## src/rtl/popcount24_unary_gen_pkg.sv

```systemverilog
// Shared definitions for the popcount24 family: frame geometry and the
// state/mode encodings used by the unary frame generator.
package popcount_pkg;

    localparam int unsigned POP_N  = 24;
    localparam int unsigned POP_CW = 5;

    typedef enum logic {
        IDLE,
        EMIT
    } gen_state_t;

    typedef enum logic {
        MODE_THERM,
        MODE_SPREAD
    } gen_mode_t;

endpackage

```

## src/rtl/popcount24_unary_gen_if.sv

```systemverilog
// Request/stream bundle of the unary frame generator. The master side is
// the generator itself; the slave side is the requester/consumer.
interface popcount24_unary_gen_if #(
    parameter int unsigned CW = popcount_pkg::POP_CW
);

    logic          s_valid;
    logic          s_ready;
    logic [CW-1:0] s_count;
    logic          s_mode;
    logic          m_valid;
    logic          m_ready;
    logic          m_bit;
    logic          m_last;
    logic          sat;

    modport master (
        input  s_valid, s_count, s_mode, m_ready,
        output s_ready, m_valid, m_bit, m_last, sat
    );

    modport slave (
        output s_valid, s_count, s_mode, m_ready,
        input  s_ready, m_valid, m_bit, m_last, sat
    );

endinterface

```

## src/rtl/popcount24_unary_gen_spread_step.sv

```systemverilog
// One combinational Bresenham step: adds the count to the running
// accumulator and emits a one each time the sum wraps past N.
module unary_spread_step
    import popcount_pkg::*;
#(
    parameter int unsigned N  = POP_N,
    parameter int unsigned CW = POP_CW
) (
    input  logic [CW:0]   acc,
    input  logic [CW-1:0] c,
    output logic          step_bit,
    output logic [CW:0]   acc_next
);

    localparam logic [CW:0] N_W = (CW+1)'(N);

    logic [CW:0] t;

    // acc < N and c <= N, so t fits in CW+1 bits and stays below 2N.
    always_comb begin
        t        = acc + {1'b0, c};
        step_bit = (t >= N_W);
        acc_next = step_bit ? (t - N_W) : t;
    end

endmodule

```

## src/rtl/popcount24_unary_gen.sv

```systemverilog
// Count-to-bitstream generator: turns a count into an N-bit unary frame,
// either thermometer (ones first) or evenly spread, one bit per beat.
module popcount24_unary_gen
    import popcount_pkg::*;
#(
    parameter int unsigned N  = POP_N,
    parameter int unsigned CW = POP_CW
) (
    input  logic                   clk,
    input  logic                   rst_n,
    popcount24_unary_gen_if.master bus
);

    localparam logic [CW-1:0] N_C    = CW'(N);
    localparam logic [CW-1:0] LAST_I = CW'(N - 1);

    gen_state_t    state_q, state_d;
    gen_mode_t     mode_q;
    logic [CW-1:0] cnt_q;
    logic [CW-1:0] idx_q;
    logic [CW:0]   acc_q;
    logic          sat_q;
    logic          spread_bit;
    logic [CW:0]   acc_nxt;
    logic          accept;
    logic          beat;

    unary_spread_step #(
        .N  (N),
        .CW (CW)
    ) u_step (
        .acc      (acc_q),
        .c        (cnt_q),
        .step_bit (spread_bit),
        .acc_next (acc_nxt)
    );

    // State register.
    always_ff @(posedge clk or negedge rst_n) begin
        if (!rst_n) begin
            state_q <= IDLE;
        end else begin
            state_q <= state_d;
        end
    end

    // Next state and handshake/bit outputs, decoded from registered state.
    always_comb begin
        state_d     = state_q;
        accept      = 1'b0;
        beat        = 1'b0;
        bus.s_ready = 1'b0;
        bus.m_valid = 1'b0;
        bus.m_bit   = 1'b0;
        bus.m_last  = 1'b0;
        unique case (state_q)
            IDLE: begin
                bus.s_ready = 1'b1;
                if (bus.s_valid) begin
                    accept  = 1'b1;
                    state_d = EMIT;
                end
            end
            EMIT: begin
                bus.m_valid = 1'b1;
                bus.m_bit   = (mode_q == MODE_SPREAD) ? spread_bit : (idx_q < cnt_q);
                bus.m_last  = (idx_q == LAST_I);
                if (bus.m_ready) begin
                    beat = 1'b1;
                    if (bus.m_last) begin
                        state_d = IDLE;
                    end
                end
            end
            default: state_d = IDLE;
        endcase
    end

    // Request capture on accept; index/accumulator advance on each beat.
    always_ff @(posedge clk or negedge rst_n) begin
        if (!rst_n) begin
            cnt_q  <= '0;
            mode_q <= MODE_THERM;
            sat_q  <= 1'b0;
            idx_q  <= '0;
            acc_q  <= '0;
        end else if (accept) begin
            cnt_q  <= (bus.s_count > N_C) ? N_C : bus.s_count;
            mode_q <= gen_mode_t'(bus.s_mode);
            sat_q  <= (bus.s_count > N_C);
            idx_q  <= '0;
            acc_q  <= '0;
        end else if (beat) begin
            idx_q  <= idx_q + CW'(1);
            acc_q  <= acc_nxt;
        end
    end

    assign bus.sat = sat_q;

endmodule

```

## src/flat_wrapper.sv

```systemverilog
// flat-port wrapper written by rule: the top's interface ports become plain ports
module popcount24_unary_gen_flat import popcount_pkg::*;
#(
    parameter int unsigned N  = POP_N,
    parameter int unsigned CW = POP_CW
)
  (clk, rst_n, bus_s_valid, bus_s_count, bus_s_mode, bus_m_ready, bus_s_ready, bus_m_valid, bus_m_bit, bus_m_last, bus_sat);
  popcount24_unary_gen_if #(.CW(CW)) bus_i ();
  input  logic clk;
  input  logic rst_n;
  input wire logic [$bits(bus_i.s_valid)-1:0] bus_s_valid;
  input wire logic [$bits(bus_i.s_count)-1:0] bus_s_count;
  input wire logic [$bits(bus_i.s_mode)-1:0] bus_s_mode;
  input wire logic [$bits(bus_i.m_ready)-1:0] bus_m_ready;
  output wire logic [$bits(bus_i.s_ready)-1:0] bus_s_ready;
  output wire logic [$bits(bus_i.m_valid)-1:0] bus_m_valid;
  output wire logic [$bits(bus_i.m_bit)-1:0] bus_m_bit;
  output wire logic [$bits(bus_i.m_last)-1:0] bus_m_last;
  output wire logic [$bits(bus_i.sat)-1:0] bus_sat;
  assign bus_i.s_valid = bus_s_valid;
  assign bus_i.s_count = bus_s_count;
  assign bus_i.s_mode = bus_s_mode;
  assign bus_i.m_ready = bus_m_ready;
  assign bus_s_ready = bus_i.s_ready;
  assign bus_m_valid = bus_i.m_valid;
  assign bus_m_bit = bus_i.m_bit;
  assign bus_m_last = bus_i.m_last;
  assign bus_sat = bus_i.sat;
  popcount24_unary_gen #(.N(N), .CW(CW)) u_core (.clk(clk), .rst_n(rst_n), .bus(bus_i));
endmodule
```

## config.mk

```make
export PLATFORM = sky130hd
export DESIGN_NAME = popcount24_unary_gen_flat
export DESIGN_NICKNAME = d
export VERILOG_FILES = /design/src/rtl/popcount24_unary_gen_pkg.sv /design/src/rtl/popcount24_unary_gen_if.sv /design/src/rtl/popcount24_unary_gen_spread_step.sv /design/src/rtl/popcount24_unary_gen.sv /design/src/flat_wrapper.sv
export SDC_FILE = /design/constraint.sdc
export NUM_CORES = 1
export LEC_CHECK = 0
export ABC_AREA = 1
export BUFFER_PORTS_ARGS = -buffer_cell sky130_fd_sc_hd__buf_2
export CORE_MARGIN = 2
export CORE_UTILIZATION = 51
export DETAILED_ROUTE_END_ITERATION = 8
export GPL_TIMING_DRIVEN = 0
export PLACE_DENSITY = 0.81
export SLEW_MARGIN = 15
export SYNTH_ARGS = -nofsm -noshare
export SYNTH_HDL_FRONTEND = slang
export SYNTH_SLANG_ARGS = --single-unit
export TNS_END_PERCENT = 30
```

## constraint.sdc

```tcl
create_clock -name clk -period 2.02 [get_ports clk]
set_clock_uncertainty 0.15 [all_clocks]
set_input_delay 0.404 -clock clk [delete_from_list [all_inputs] [get_ports clk]]
set_output_delay 0.404 -clock clk [all_outputs]
set_load 0.02 [all_outputs]
```

==> out/summary.md <==
### Floorplanning
- **Placement Rows** 17
- **Core ar.** 0.00223 mm²
- **number of placed I/O pins** 15
- **Initial Utilization** 54.4%
- **Die Area** 0.00279 mm²
- **Die Y** 52.8 µm
- **Horiz. Die Dim** 52.8 µm

### Worst setup path
- **critical path launch point type** register
- **critical path endpoint** bus_m_bit
- **R2R Path End** u_core.acc_q[4]
- **worst path arrival time** 1.97 ns
- **type of destination of the critical path** output pin
- **r2r setup slk** -0.15 ns
- **CP Class** reg2out
- **WP data required** 1.47 ns
- **Crit. Startpoint** u_core.acc_q[0]
- **launch point of the worst reg-to-reg path** u_core.acc_q[0]
- **number of cells on the worst reg-to-reg path** 12
- **Crit Path Max Fanout** 3

### Synth
- **fraction of synthesized cell area taken by the top area cell type** 39.1%
- **dominant combinational cell family by area after synthesis** simple AND/OR/NAND/NOR gates
- **most frequent cell after synthesis** nand2_1
- **cell type with the highest aggregate area in the netlist** dfrtp_1
- **number of synthesized flops with an enable pin** 0
- **multiplexer fraction of the synthesized cell area** 0%
- **leading cell types by total area after synthesis** dfrtp_1 39%, nand2_1 13%, ha_1 11%, inv_1 7.1%, nand3_1 4.9%
- **distinct cell type count of the synthesized netlist** 21
- **Yosys reg bits** 19
- **proportion of register bits with asynchronous set or reset after synthesis** 100%
- **prevailing post-synth register cell** dfrtp_1
- **leading post-synthesis cells by instance count** 42 x nand2_1, 23 x inv_1, 19 x dfrtp_1, 12 x nand3_1
- **instance count of the mapped netlist** 156
- **net count of the mapped netlist** 178
- **Post-Synth Simple-Gate Area** 27.3%
- **XOR/XNOR share of the synthesized area** 0%
- **adder and majority cell fraction of the synthesized area** 13.0%
- **synthesized-area fraction occupied by ao, oa, aoi and oai cells** 13.1%
- **sequential area share after synthesis** 39.1%
- **synthesized cell area** 0.00121 mm²
- **mean instance size in the synthesized netlist** 7.79 µm²
- **YS warnings** 0

### Detailed routing
- **uppermost routed layer** met4
- **M1 wire length** 1170 µm
- **number of DRC violations after detailed-routing iteration 0** 37
- **sum of met2 wire segment lengths after detailed routing** 1490 µm
- **routed via count** 1149
- **routed wirelength normalized by instance count** 13.4 µm
- **first drt pass iteration count** 4
- **post-route DRC violation count** 0
- **routed via count divided by cell count** 5.47
- **routed wire length** 2810 µm
- **wire length on met3** 102 µm
- **number of nets still failing antenna checks after routing** 0

### CTS
- **clk slew on worst S/H paths** 0.10 ns
- **clock insertion delay at the later pin of the skew report** 0.29 ns
- **buffer depth of the longest clock path** 2
- **TritonCTS buffer count** 3
- **total clock sinks** 19
- **htree depth** 1
- **cell at the root of the clock tree** clkbuf_4
- **TritonCTS clock tree** built

### Pwr
- **power consumption** 2.80 mW
- **Peak VDD IR** 1.07 mV
- **Lkg Pwr** 0.773 nW
- **power per standard cell area** 1890 mW/mm²

### Flow run
- **MaxCap Viol Count** 0

### Timing
- **f_max** 396 MHz
- **Worst Hold Margin** 0.184 ns
- **worst slew margin relative to its limit** 70.3%
- **Final Setup Violations** 3
- **transition time at the pin with the least slew margin** 0.445 ns
- **period utilization** 125%
- **post-layout minimum cycle time** 2.53 ns
- **total count of max-transition violations in the final report** 0
- **least setup slack across all paths after layout** -0.506 ns
- **count of final hold-check violations** 0
- **RSZ-0062 raised after global routing** true

### Cells and area
- **Non-Filler Instances** 210
- **number of inserted filler cells in the final layout** 177
- **n_diodes** 0
- **core utilization of the finished layout** 66.5%
- **Area Overhead vs Synth** 22.2%
- **Reg area** 475 µm²
- **share of layout cells above drive strength 1** 25.8%
- **number of nets in the layout** 205
- **area of combinational cells with multiple inputs** 718 µm²

### Global routing
- **GR Overflow Total** 0
- **largest net degree at the start of global routing** 20
- **overall fraction of global-route tracks in use** 24.0%
- **via count of the first global-routing pass** 1169
- **initial antenna violation count** 0
- **first-pass GRT wire length** 4880 µm

### Place
- **placement-stage worst setup slack** -0.278 ns
- **global placer's final weighted congestion** 0.881
- **dpl cells** 198
- **half-perimeter wire length after placement** 1950 µm
- **number of port buffers** 14

### Run status
- **result of the run** finished with violations
- **failing checks** setup timing

### Hold path
- **Min-Delay Path Class** in2reg

[worst max-delay path, stage by stage, from the launching register on]
cell,delay (ns)
dfrtp_1,0.40
ha_2,0.21
fa_2,0.35
nand3_2,0.10
nand2_2,0.07
nand2_2,0.07
nand2_2,0.06
nand2_2,0.07
nand2_2,0.06
o21ai_2,0.12
inv_2,0.04
buf_6,0.12
[flip-flops by register name, summed over array words and instances, names as in the netlist]
register	count
u_core.cnt_q	5
u_core.idx_q	5
u_core.bus.sat	1
u_core.mode_q	1
u_core.state_q	1
u_core.acc_q	6
[kinds of logic (layout without fill, tap and decap cells)]
kind of cell / count (synthesis) / in the layout
and+or+nand+nor: 73 / 73
AOI/OAI and AO/OA: 28 / 28
buffers and inverters: 24 / 50
DFF: 19 / 19
adders and majority gates: 12 / 12
[placed cells by master, fill, tap and decap left out, types with 3 or more instances in the layout]
master	Yosys	final
nand2_2	6	8
a21oi_1	10	8
buf_2	1	14
inv_1	23	22
clkbuf_4	0	3
dfrtp_1	19	19
o21ai_0	11	11
nand2_1	42	40
a22o_1	3	3
ha_4	0	3
nand3_1	12	11
nor2_1	5	5
buf_4	0	7
ha_1	11	7
[stage by stage]
step	TNS, ns	cell area, µm²
floorplan	-0.0217	1230
global placement	-0.190	1330
detailed placement	-0.278	1330
CTS	-0.714	1460
global route	-1.04	1490
finish	-0.729	1490
[area by class of cell]
type	instances	area share, %
inverters	23	5.81
clock buffers	4	1.77
repair buffers	22	9.35
multi-input cells	113	48.4
well taps	28	2.36
flip-flops and latches	19	32.0
plain buffers	1	0.337
[layer usage]
layer,up-vias,GRT usage (%)
met1,540,27.0
li1,572,-
met3,6,2.57
met2,31,44.6
met4,0,11.1
met5,-,0
[power by group]
group	switching (mW)	total [mW]	internal (mW)
combinational	1.05	1.91	0.857
clock	0.112	0.189	0.0768
sequential	0.170	0.707	0.537
[worst min-delay path by stage]
stage | from | to | slack, ns | cells after the start
finish | bus_s_count[4] | u_core.cnt_q[4] | 0.18 | 3
global route | bus_s_count[4] | u_core.cnt_q[4] | 0.18 | 3
CTS | bus_s_count[4] | u_core.cnt_q[4] | 0.18 | 3
detailed placement | rst_n | u_core.bus.sat | 0.21 | 1
global placement | rst_n | u_core.bus.sat | 0.21 | 1
floorplan | rst_n | u_core.acc_q[0] | -0.04 | 0
[repair_timing]
action | 4_1_cts | 5_1_grt
buffers inserted | 5 | 2
hold buffers | 1 | 0
gates resized for setup | 7 | 3
endpoints found under the setup margin | 2 | 5
pin swaps | 7 | 5
hold endpoints to repair | 19 | 0
No activity file was read; power rests on OpenSTA's default activity.
